### config.mk
export PLATFORM = sky130hd
export DESIGN_NAME = out_port_sched
export DESIGN_NICKNAME = d
export VERILOG_FILES = /design/src/rtl/out_port_sched.sv
export SDC_FILE = /design/constraint.sdc
export NUM_CORES = 1
export LEC_CHECK = 0
export ABC_CLOCK_PERIOD_IN_PS = 6400
export CAP_MARGIN = 10
export CORE_UTILIZATION = 30
export DETAILED_ROUTE_END_ITERATION = 7
export PLACE_DENSITY = 0.49
export SLEW_MARGIN = 20
export SYNTH_ARGS = -nofsm -noshare
export SYNTH_HDL_FRONTEND = slang
export SYNTH_SLANG_ARGS = --single-unit
export TNS_END_PERCENT = 20
### constraint.sdc
create_clock -name i_clk -period 6.4 [get_ports i_clk]
set_input_delay 0.96 -clock i_clk [delete_from_list [all_inputs] [get_ports i_clk]]
set_output_delay 0.96 -clock i_clk [all_outputs]
set_load 0.05 [all_outputs]
### src/rtl/out_port_sched.sv
// out_port_sched: packet-level round-robin scheduler for one output port of the multi-port cache
module out_port_sched #(
    parameter int IN_PORT_NUM = 16,
    parameter int TIMEOUT_CYC = 1024,
    parameter int CNT_W       = 16
) (
    input  logic                           i_clk,
    input  logic                           i_rst_n,
    input  logic                           i_en,
    input  logic [IN_PORT_NUM-1:0]         i_req,
    input  logic                           i_rd_vld,
    input  logic                           i_rd_eop,
    output logic [$clog2(IN_PORT_NUM)-1:0] o_sel,
    output logic                           o_sel_vld,
    output logic [IN_PORT_NUM-1:0]         o_rd_req,
    output logic                           o_busy,
    output logic                           o_pkt_done,
    output logic                           o_timeout,
    output logic [CNT_W-1:0]               o_pkt_cnt
);
    localparam int SW = $clog2(IN_PORT_NUM);
    localparam int WW = $clog2(TIMEOUT_CYC + 1);
    typedef enum logic [1:0] {IDLE, GRANT, XFER, GAP} state_t;
    state_t                 state, state_nx;
    logic [SW-1:0]          ptr, ptr_nx, win, idx, sel_nx;
    logic [WW-1:0]          wdog, wdog_nx;
    logic                   sel_vld_nx, done_nx, to_nx;
    logic [IN_PORT_NUM-1:0] rd_req_nx;
    logic [CNT_W-1:0]       cnt_nx;
    // round-robin search past ptr; offsets scanned high to low so the nearest set bit wins
    always_comb begin
        win = ptr;
        idx = ptr;
        for (int i = IN_PORT_NUM; i >= 1; i--) begin
            idx = ptr + SW'(i);
            if (i_req[idx]) win = idx;
        end
    end
    // next state and next values of every registered output
    always_comb begin
        state_nx   = state;
        ptr_nx     = ptr;
        wdog_nx    = wdog;
        sel_nx     = o_sel;
        sel_vld_nx = 1'b0;
        rd_req_nx  = '0;
        done_nx    = 1'b0;
        to_nx      = 1'b0;
        cnt_nx     = o_pkt_cnt;
        if (!i_en) begin
            state_nx = IDLE;
            wdog_nx  = '0;
            sel_nx   = '0;
        end else begin
            case (state)
                IDLE: if (|i_req) begin
                    state_nx   = GRANT;
                    ptr_nx     = win;
                    sel_nx     = win;
                    sel_vld_nx = 1'b1;
                    rd_req_nx  = IN_PORT_NUM'(1) << win;
                end
                GRANT: begin
                    state_nx = XFER;
                    wdog_nx  = '0;
                end
                XFER: if (i_rd_vld && i_rd_eop) begin
                    state_nx = GAP;
                    done_nx  = 1'b1;
                    cnt_nx   = o_pkt_cnt + CNT_W'(1);
                end else if (i_rd_vld) begin
                    wdog_nx = '0;
                end else if (wdog == WW'(TIMEOUT_CYC - 1)) begin
                    state_nx = IDLE;
                    to_nx    = 1'b1;
                end else begin
                    wdog_nx = wdog + WW'(1);
                end
                GAP: state_nx = IDLE;
                default: state_nx = IDLE;
            endcase
        end
    end
    // state, pointer, watchdog and output registers
    always_ff @(posedge i_clk or negedge i_rst_n) begin
        if (!i_rst_n) begin
            state      <= IDLE;
            ptr        <= '1;
            wdog       <= '0;
            o_sel      <= '0;
            o_sel_vld  <= 1'b0;
            o_rd_req   <= '0;
            o_busy     <= 1'b0;
            o_pkt_done <= 1'b0;
            o_timeout  <= 1'b0;
            o_pkt_cnt  <= '0;
        end else begin
            state      <= state_nx;
            ptr        <= ptr_nx;
            wdog       <= wdog_nx;
            o_sel      <= sel_nx;
            o_sel_vld  <= sel_vld_nx;
            o_rd_req   <= rd_req_nx;
            o_busy     <= state_nx != IDLE;
            o_pkt_done <= done_nx;
            o_timeout  <= to_nx;
            o_pkt_cnt  <= cnt_nx;
        end
    end
endmodule

==> impl_summary.md <==
Status
The flow ran to the end, and the final reports show no timing, DRC or antenna violations.

Floorplanning
The area of the core region is 15200 sq um. The initial standard-cell utilization of the core is 30.7%. In this run the core area contains 45 standard-cell rows. The die covers 16100 sq um. The x dimension of the die is 127 microns.

The number of top-level pins is 61. The die is 127 microns tall.

Global route
The global-route track usage on met2 is 26.6%. Global routing used 22.3% of the available met1 tracks. The first global-routing pass estimated 20.9 mm of wire.

The initial antenna violation count is 0. The number of global-route vias before repair is 3889. The overall track demand over capacity in global routing is 16.3%. Global routing finished with a remaining overflow of 0. The busiest layer in global routing is met2. For this run, global-route usage on met3 was measured as 3.12%.

The maximum number of pins on one net before global-route repair is 58.

Critical path
The endpoint class of the critical path is a register. The worst endpoint required time is 6.57 ns. The setup path with the least slack is of type reg2reg.

The endpoint arrival time on the critical path is 5.04 ns. The element type at the critical path start is a register. Of all nets on the critical path, the largest fanout is 29.

Synthesis
After synthesis, the share of flip-flops with an asynchronous set or reset is 100%. The post-synthesis average cell area is 10.4 sq um. The mapped netlist covers 4670 sq um. The number of flip-flops and latches in the synthesized netlist is 57. In this run the biggest area consumer among cell types represents 28.4% of the synthesized area. The cell taking the most area after synthesis is sky130_fd_sc_hd__dfrtp_1.

The synthesized netlist contains 76 unique library cells. The post-synthesis net count is 477. The number of enable flip-flop cells after synthesis is 0. Sorting the synthesized cells by area gives the leading types as sky130_fd_sc_hd__dfrtp_1 28%, sky130_fd_sc_hd__mux4_2 14%, sky130_fd_sc_hd__mux2i_1 4.5%. The count of mapped cells out of synthesis is 447. The most frequent cell after synthesis is sky130_fd_sc_hd__dfrtp_1. Sorting the synthesized cells by how often they occur yields 53 x sky130_fd_sc_hd__dfrtp_1, 39 x sky130_fd_sc_hd__nand2_1, 29 x sky130_fd_sc_hd__mux4_2. The synthesis warning total is 0. Of the synthesized area, sequential elements account for 30.7%. In the synthesized netlist the dominant register cell turns out to be sky130_fd_sc_hd__dfrtp_1.

Clocking
The maximum clock insertion buffer count is 2. After clock tree synthesis, the setup repair step added 0 buffers. The clock latency reported for the late side of the worst-skew pair is 0.32 ns. The post-cts hold buffer count is 0. The clock tree synthesis step divided the H-tree into 3 levels. The clock drives 57 sinks. In this run, post-CTS repair resized a total of 0 instances. After clock tree synthesis, the clock-pin slew on the worst setup and hold paths is 0.05 ns.

Clock tree synthesis selected as its root buffer the cell sky130_fd_sc_hd__clkbuf_16. The TritonCTS buffer count is 9. TritonCTS built the clock tree.

Detailed routing
In this run the remaining antenna-violating nets after routing total 0. Wires add up to 12.5 mm. The via count of the routed design is 3891. The per-cell routed wire length is 17.9 microns. In the routed design, unresolved DRC markers number 0. The DRC marker count from the first detailed-route iteration is 277.

The iteration count of the initial detailed-routing pass is 4. After detailed routing, the number of vias per cell comes to 5.57.

Layout
The fraction of layout cells with a size suffix above 1 is 18.2%. The repair_antennas step left the layout with diodes totalling 0. The number of nets in the final layout is 535. Counting the fill cells in the layout gives 1489.

From synthesis to final layout, the design area changed by 23.4%.

STA
The number of endpoints with negative hold slack in the final report is 0. Headroom to the max-slew limit came out at 33.9%. The clock skew after layout is 0.00513 ns. The total of endpoints with negative setup slack in the final report is 0.

In the final timing run, aggregate negative setup slack is 0 ns. The maximum clock rate is 205 MHz. The count of final max-slew check failures was 0.

In the finished design, the share of the clock period the worst path needs comes to 76.1%. For the pin with the worst max-slew slack, the measured transition is 0.992 ns. Counting I/O delays and the setup requirement, the final critical path takes 4.87 ns.

Setup repair after global routing left no endpoint under its margin.

Placed design
Detailed placement ended at an HPWL of 9.42 mm. Port buffering added 60 buffers. The global placer's final weighted congestion is 0.863.

Min path
In this run the worst hold path is classified as reg2reg.

Flow run
Max-cap violations in this run came to 0.
-- critical path: stages, from the launching register on --
cell,delay (ns)
sky130_fd_sc_hd__dfstp_2,0.51
sky130_fd_sc_hd__buf_4,0.37
sky130_fd_sc_hd__inv_2,0.21
sky130_fd_sc_hd__ha_1,1.00
sky130_fd_sc_hd__mux4_2,0.70
sky130_fd_sc_hd__mux2i_1,0.32
sky130_fd_sc_hd__mux2i_1,0.25
sky130_fd_sc_hd__nor3_1,0.17
sky130_fd_sc_hd__o21ai_0,0.09
sky130_fd_sc_hd__a211o_1,0.38
sky130_fd_sc_hd__a41oi_2,0.53
sky130_fd_sc_hd__o32ai_1,0.15
-- layer usage --
| layer | routed length [microns] | share of wire (%) |
|---|---|---|
| met2 | 6040 | 48 |
| met1 | 5730 | 46 |
| met4 | 132 | 1.1 |
| met5 | 0 | 0 |
| met3 | 594 | 4.8 |
-- sequential cells by signal (all words and copies together) (netlist names) --
name and count:
o_rd_req 16, state 2, o_busy 1, wdog 11, o_pkt_cnt 16, ptr 4
o_pkt_done 1, o_sel 4, o_sel_vld 1, o_timeout 1
-- path summary, 6_finish.rpt --
check	start	slack, ns	to	cells past startpoint
max	ptr[0]$_DFFE_PN1P_	1.53	o_sel[1]$_DFFE_PN0P_	11
min	o_pkt_cnt[15]$_DFFE_PN0P_	0.47	o_pkt_cnt[15]$_DFFE_PN0P_	1
max reg2reg	ptr[0]$_DFFE_PN1P_	1.53	o_sel[1]$_DFFE_PN0P_	11
min reg2reg	o_pkt_cnt[15]$_DFFE_PN0P_	0.47	o_pkt_cnt[15]$_DFFE_PN0P_	1
max in group asynchronous	i_rst_n	5.15	wdog[1]$_DFFE_PN0P_	2
min in group asynchronous	i_rst_n	0.77	o_pkt_cnt[12]$_DFFE_PN0P_	2
-- cells by family after synthesis --
group	count (synthesis)	share of synthesized area, %
muxes	75	25.1
xor gates and xnor gates	34	6.78
buffers and inverters	34	3.78
DFF	57	30.7
and+or+nand+nor	142	15.8
AOI/OAI and AO/OA	96	15.5
adders and majority gates	9	2.41
-- metrics by stage --
| step | util (%) | hold slack (ns) | instances | cell area (sq um) | setup WS [ns] |
|---|---|---|---|---|---|
| 6_report | 37.9 | 0.472 | 698 | 5760 | 1.53 |
| 5_1_grt | 37.9 | 0.484 | 698 | 5760 | 1.26 |
| 4_1_cts | 37.9 | 0.477 | 698 | 5760 | 1.55 |
| 3_5_place_dp | 35.6 | 0.463 | 682 | 5420 | 1.58 |
| 3_3_place_gp | 35.6 | 0.460 | 682 | 5420 | 1.64 |
| 2_1_floorplan | - | 0.451 | 447 | 4670 | 2.35 |
-- cell type report --
class | instances | area (sq um) | area share, %
Multi-Input combinational cell | 356 | 3060 | 53.1
Inverter | 17 | 63.8 | 1.11
Clock inverter | 6 | 105 | 1.82
Tap cell | 188 | 235 | 4.08
Timing Repair Buffer | 64 | 626 | 10.9
Sequential cell | 57 | 1430 | 24.8
Clock buffer | 10 | 239 | 4.15
-- cell usage in the layout (no fill, tap or decap), types with 5 or more instances in the layout --
cell and instances:
sky130_fd_sc_hd__xor2_1 16, sky130_fd_sc_hd__o22ai_1 5, sky130_fd_sc_hd__mux2_2 14, sky130_fd_sc_hd__nand4_1 11, sky130_fd_sc_hd__and2_1 6, sky130_fd_sc_hd__o21ai_0 14, sky130_fd_sc_hd__clkbuf_16 9, sky130_fd_sc_hd__o21ai_1 6
sky130_fd_sc_hd__inv_1 14, sky130_fd_sc_hd__mux2i_1 21, sky130_fd_sc_hd__nor4_1 12, sky130_fd_sc_hd__a211oi_1 10, sky130_fd_sc_hd__dfrtp_1 53, sky130_fd_sc_hd__nor3_1 8, sky130_fd_sc_hd__nand2_1 39, sky130_fd_sc_hd__a21oi_1 15
sky130_fd_sc_hd__mux4_2 29, sky130_fd_sc_hd__clkdlybuf4s50_1 59, sky130_fd_sc_hd__ha_1 9, sky130_fd_sc_hd__mux2_1 6, sky130_fd_sc_hd__xnor2_1 17, sky130_fd_sc_hd__nand3_1 18, sky130_fd_sc_hd__a31oi_1 5, sky130_fd_sc_hd__nor2_1 23
Power is left out: the tool's default activity adds up to more than one toggle a clock period on the data nets, which glitch-free logic cannot reach.
